File: src/rtl/aes128_key_sched_pkg.sv
// Shared definitions for the AES-128 key-expansion engine: FSM encoding,
// round-constant table and the last-round index.
package aes128_key_sched_pkg;

    localparam int ROUND_LAST = 10;

    typedef enum logic [1:0] {
        ST_IDLE = 2'd0,
        ST_EMIT = 2'd1,
        ST_SUB  = 2'd2,
        ST_MIX  = 2'd3
    } state_t;

    localparam logic [7:0] RCON [0:9] = '{
        8'h01, 8'h02, 8'h04, 8'h08, 8'h10,
        8'h20, 8'h40, 8'h80, 8'h1b, 8'h36
    };

    // Round constant applied when leaving round idx; out-of-range yields 0.
    function automatic logic [7:0] rcon_of(input logic [3:0] idx);
        logic [7:0] r;
        r = 8'h00;
        if (idx < 4'(ROUND_LAST)) begin
            r = RCON[idx];
        end
        return r;
    endfunction

endpackage

File: src/rtl/aes128_key_sched_sbox.sv
// Combinational AES forward S-box: GF(2^8) multiplicative inverse followed
// by the FIPS-197 affine transform.
module aes_sbox (
    input  logic [7:0] in_byte,
    output logic [7:0] out_byte
);

    localparam logic [7:0] AFFINE_C = 8'h63;

    function automatic logic [7:0] gf_mul(input logic [7:0] a, input logic [7:0] b);
        logic [7:0] p;
        logic [7:0] aa;
        p  = 8'h00;
        aa = a;
        for (int i = 0; i < 8; i++) begin
            if (b[i]) begin
                p = p ^ aa;
            end
            aa = {aa[6:0], 1'b0} ^ (aa[7] ? 8'h1b : 8'h00);
        end
        return p;
    endfunction

    // x^254 == x^-1 in GF(2^8), and maps 0 to 0 as the S-box requires.
    function automatic logic [7:0] gf_inv(input logic [7:0] x);
        logic [7:0] sq;
        logic [7:0] acc;
        sq  = x;
        acc = 8'h01;
        for (int i = 1; i < 8; i++) begin
            sq  = gf_mul(sq, sq);
            acc = gf_mul(acc, sq);
        end
        return acc;
    endfunction

    function automatic logic [7:0] affine(input logic [7:0] a);
        logic [7:0] b;
        b = 8'h00;
        for (int i = 0; i < 8; i++) begin
            b[i] = a[i] ^ a[(i + 4) % 8] ^ a[(i + 5) % 8] ^ a[(i + 6) % 8]
                 ^ a[(i + 7) % 8] ^ AFFINE_C[i];
        end
        return b;
    endfunction

    always_comb begin
        out_byte = affine(gf_inv(in_byte));
    end

endmodule

File: src/rtl/aes128_key_sched.sv
// Iterative AES-128 key expansion: emits round keys 0..10 over valid/ready,
// computing SubWord byte-serially through a single shared S-box.
module aes128_key_sched
    import aes128_key_sched_pkg::*;
#(
    parameter int NROUNDS = ROUND_LAST
) (
    input  logic         clk,
    input  logic         resetn,
    input  logic         start,
    input  logic [127:0] key,
    input  logic         abort,
    output logic         rk_valid,
    input  logic         rk_ready,
    output logic [127:0] rk,
    output logic [3:0]   rk_idx,
    output logic         busy,
    output logic         done
);

    state_t       state_q, state_d;
    logic [127:0] w_q, w_d;
    logic [31:0]  temp_q, temp_d;
    logic [3:0]   idx_q, idx_d;
    logic [1:0]   cnt_q, cnt_d;
    logic         rk_valid_q, rk_valid_d;
    logic         busy_q, busy_d;
    logic         done_q, done_d;

    logic [7:0]   sbox_in;
    logic [7:0]   sbox_out;
    logic [31:0]  w3;
    logic [31:0]  t;
    logic [31:0]  nw0, nw1, nw2, nw3;

    aes_sbox u_sbox (
        .in_byte  (sbox_in),
        .out_byte (sbox_out)
    );

    always_comb begin
        state_d = state_q;
        w_d     = w_q;
        temp_d  = temp_q;
        idx_d   = idx_q;
        cnt_d   = cnt_q;
        done_d  = 1'b0;

        // RotWord folded into the byte selection order.
        w3 = w_q[31:0];
        case (cnt_q)
            2'd0:    sbox_in = w3[23:16];
            2'd1:    sbox_in = w3[15:8];
            2'd2:    sbox_in = w3[7:0];
            default: sbox_in = w3[31:24];
        endcase

        t   = temp_q ^ {rcon_of(idx_q), 24'h000000};
        nw0 = w_q[127:96] ^ t;
        nw1 = w_q[95:64]  ^ nw0;
        nw2 = w_q[63:32]  ^ nw1;
        nw3 = w_q[31:0]   ^ nw2;

        if (abort) begin
            state_d = ST_IDLE;
            w_d     = '0;
            temp_d  = '0;
            idx_d   = '0;
            cnt_d   = '0;
        end else begin
            case (state_q)
                ST_IDLE: begin
                    if (start) begin
                        w_d     = key;
                        idx_d   = 4'd0;
                        state_d = ST_EMIT;
                    end
                end
                ST_EMIT: begin
                    if (rk_ready) begin
                        if (idx_q == 4'(NROUNDS)) begin
                            // Final key accepted: leave no key material behind.
                            state_d = ST_IDLE;
                            w_d     = '0;
                            temp_d  = '0;
                            idx_d   = '0;
                            done_d  = 1'b1;
                        end else begin
                            state_d = ST_SUB;
                            cnt_d   = 2'd0;
                        end
                    end
                end
                ST_SUB: begin
                    case (cnt_q)
                        2'd0:    temp_d[31:24] = sbox_out;
                        2'd1:    temp_d[23:16] = sbox_out;
                        2'd2:    temp_d[15:8]  = sbox_out;
                        default: temp_d[7:0]   = sbox_out;
                    endcase
                    cnt_d = cnt_q + 2'd1;
                    if (cnt_q == 2'd3) begin
                        state_d = ST_MIX;
                    end
                end
                default: begin
                    w_d     = {nw0, nw1, nw2, nw3};
                    idx_d   = idx_q + 4'd1;
                    state_d = ST_EMIT;
                end
            endcase
        end

        rk_valid_d = (state_d == ST_EMIT);
        busy_d     = (state_d != ST_IDLE);
    end

    always_ff @(posedge clk or negedge resetn) begin
        if (!resetn) begin
            state_q    <= ST_IDLE;
            w_q        <= '0;
            temp_q     <= '0;
            idx_q      <= '0;
            cnt_q      <= '0;
            rk_valid_q <= 1'b0;
            busy_q     <= 1'b0;
            done_q     <= 1'b0;
        end else begin
            state_q    <= state_d;
            w_q        <= w_d;
            temp_q     <= temp_d;
            idx_q      <= idx_d;
            cnt_q      <= cnt_d;
            rk_valid_q <= rk_valid_d;
            busy_q     <= busy_d;
            done_q     <= done_d;
        end
    end

    assign rk       = w_q;
    assign rk_idx   = idx_q;
    assign rk_valid = rk_valid_q;
    assign busy     = busy_q;
    assign done     = done_q;

endmodule

File: config.mk
export PLATFORM = sky130hd
export DESIGN_NAME = aes128_key_sched
export DESIGN_NICKNAME = d
export VERILOG_FILES = /design/src/rtl/aes128_key_sched_pkg.sv /design/src/rtl/aes128_key_sched_sbox.sv /design/src/rtl/aes128_key_sched.sv
export SDC_FILE = /design/constraint.sdc
export NUM_CORES = 1
export LEC_CHECK = 0
export ABC_AREA = 1
export BUFFER_PORTS_ARGS = -buffer_cell sky130_fd_sc_hd__buf_2
export CORE_MARGIN = 4
export CORE_UTILIZATION = 50
export CTS_CLUSTER_SIZE = 20
export DETAILED_ROUTE_END_ITERATION = 10
export GPL_TIMING_DRIVEN = 0
export HOLD_SLACK_MARGIN = 0.03
export PLACE_DENSITY = 0.65
export SLEW_MARGIN = 5
export SYNTH_ARGS = -nofsm -noshare
export SYNTH_HDL_FRONTEND = slang
export SYNTH_SLANG_ARGS = --single-unit
File: constraint.sdc
create_clock -name clk -period 18.8 [get_ports clk]
set_clock_uncertainty 0.2 [all_clocks]
set_input_delay 3.76 -clock clk [delete_from_list [all_inputs] [get_ports clk]]
set_output_delay 3.76 -clock clk [all_outputs]
set_load 0.01 [all_outputs]
==> qor.txt <==
vias in the first global route - 28.8k
Worst-path clk slew - 0.07 ns
vias per inst - 5.53
post-synth top area share - 26.8%
layout cells sized above 1 - 13.1%
Worst Hold Path Cells - 2
die width - 242 um
CP startpoint kind - flip-flop
total global routing overflow - 0
GP Congestion - 0.971
DRT iter0 DRCs - 3,291
met1 usage - 48.1%
worst r2r dst - temp_q[21]$_DFFE_PN0P_
final hold violation count - 0
most frequent cells in the layout - nand2_1, nand3_1, inv_1, buf_2, nor2_1
worst-case reg-to-reg path depth - 101
Core Area - 54,000 um2
first-pass GRT wire length - 160,000 um
detailed-route wire length per cell - 17.3 um
die height - 242 um
die area - 58,700 um2
worst-path fanout max - 19
starting density of the core - 50.8%
Setup crit end kind - flip-flop
clk buf depth - 2
Routed WL - 103,000 um
largest net degree at the start of global routing - 107
max_cap viols - 0
# clock sinks - 171
final layout net count - 5,379
hold path start - temp_q[8]$_DFFE_PN0P_
WP data required - 18.91 ns
I/O pin count - 268
Seq/Total Area, Yosys - 15.6%
Hold EP - temp_q[8]$_DFFE_PN0P_
Most common cell on crit path - nand2_1
fmax - 59.0 MHz
H-tree depth - 4
Synth cell types - 51
Area contributors post-synth - nand2_1, dfrtp_1, nand3_1
row count - 85
Post-DRT Antenna Nets - 0
Crit-path slowest cell - xor2_1
# setup viols final - 0
status - finished, final reports clean
CTS Buf Count - 17
Tmin final - 16.96 ns
Placement Cell Area - 29,700 um2
R2R Setup Slk - 1.84 ns
CTS tree - yes
Root Buffer - clkbuf_16
Worst-Margin Slew - 1.25 ns
YS warnings - 0
routing usage on met3 - 6.56%
worst r2r src - cnt_q[0]$_DFFE_PN0P_
commonest non-fill, non-tap cell in the layout - nand2_1
final instance area - 30,300 um2
Arrival @ worst endpoint - 17.07 ns
Critical Path Max Stage Delay - 0.59 ns
Layout area overhead - 10.6%
fin crit share - 90.2%
M2 GR Usage - 51.2%
Setup CP Type - flip-flop to flip-flop
Post-synth EDFFs - 0
Avg Cell Area, Syn - 5.55 um2
Synth Flop Type - dfrtp_1
slew margin rel. - 16.5%
GRT Max-Usage Layer - met2
Post-Syn Area - 27,400 um2
Yosys reg bits - 171
Syn Inst Count - 4,944
drt first pass iters - 6
initial antenna violation count - 14
min-delay worst type - flip-flop to flip-flop
detailed placement HPWL - 82,800 um
Vias - 32.9k
Synth area leader - nand2_1
post-cts hold buffer count - 0
Clock Latency Late Sink - 0.43 ns
RSZ-0062 raised after global routing - false
Total GRT Usage - 33.5%
setup tns final - 0 ns
Slew Limit Fails - 0
Post-Syn Nets - 5,094
Async S/R FF share, synth - 100%
IO Port Bufs - 266
Remaining DRCs - 0
state kept, by name (all words and copies together), names as in the netlist:
register / count
cnt_q: 2
busy: 1
rk_idx: 4
done: 1
rk_valid: 1
temp_q: 32
state_q: 2
rk: 128
layout make-up:
class                   count  area (um2)
multi-input cells        4059       20200
fillers                  5707       23700
well taps                 696         871
repair buffers            267        1370
clock buffers              21         470
clock inverters            11         156
flip-flops and latches    171        4280
inverters                 561        2110
plain buffers             152         807
diodes                     12        30.0
worst max-delay path by stage:
stage | to | slack [ns] | startpoint
floorplan | temp_q[13]$_DFFE_PN0P_ | 5.34 | cnt_q[0]$_DFFE_PN0P_
global placement | temp_q[11]$_DFFE_PN0P_ | 1.46 | cnt_q[0]$_DFFE_PN0P_
detailed placement | temp_q[11]$_DFFE_PN0P_ | 1.31 | cnt_q[0]$_DFFE_PN0P_
CTS | temp_q[11]$_DFFE_PN0P_ | 1.28 | cnt_q[0]$_DFFE_PN0P_
global route | temp_q[21]$_DFFE_PN0P_ | 0.05 | cnt_q[0]$_DFFE_PN0P_
finish | temp_q[21]$_DFFE_PN0P_ | 1.84 | cnt_q[0]$_DFFE_PN0P_
routing by layer:
metal / share of wire (%) / up-vias / wire length [um]
met1: 44 / 14976 / 45500
met2: 43 / 1375 / 44100
met3: 10 / 172 / 10400
li1: - / 16405 / -
met4: 2.8 / 4 / 2890
met5: 0.026 / - / 27
synthesized netlist by cell type, types with 5 or more instances:
cell,count
nand3b_1,54
nand2_1,1959
nand2_2,112
or2_1,14
xor2_1,214
buf_1,9
nand3_2,5
clkinv_1,11
a32oi_1,27
a22oi_1,46
a21oi_1,31
xor2_2,17
o21ai_0,102
o21bai_1,18
buf_2,47
buf_6,13
nand4_1,60
o21ai_1,33
dfrtp_1,171
buf_4,21
clkbuf_1,63
xnor2_1,100
o211ai_1,46
inv_1,446
nor2_2,19
nor2_4,8
nor2_1,298
nand3_1,773
o22ai_1,44
nand2_4,13
inv_2,102
or2_2,10
a31oi_1,6
ha_1,17
critical path, delay by kind of cell, from the launching register on:
| kind | cells | cell delay [ns] |
|---|---|---|
| adders and majority gates | 6 | 1.91 |
| buffers and inverters | 21 | 3.79 |
| DFF | 1 | 0.42 |
| xor gates and xnor gates | 13 | 3.30 |
| and+or+nand+nor | 61 | 7.18 |
timing repair:
| action | 4_1_cts | 5_1_grt |
|---|---|---|
| gates resized for setup | 0 | 3 |
| endpoints found under the setup margin | 0 | 32 |
| buffers inserted | 0 | 0 |
kinds of logic after synthesis:
kind of cell,count (synthesis),share of synthesized area [%]
simple gates,3330,52.6
buf+inv,714,10.6
compound gates,373,8.75
xor+xnor,339,11.7
flops,171,15.6
fa+ha+maj,17,0.775
through the flow:
stage	utilization [%]	hold WS, ns	worst slack [ns]	instances
2_1_floorplan	-	0.269	5.34	4944
3_3_place_gp	54.8	0.290	1.46	5906
3_5_place_dp	54.9	0.292	1.31	5907
4_1_cts	56.1	0.309	1.28	5939
5_1_grt	56.1	0.331	0.0464	5948
6_report	56.2	0.314	1.84	5950
Power is left out: the tool's default activity adds up to more than one toggle a clock period on the data nets, which glitch-free logic cannot reach.
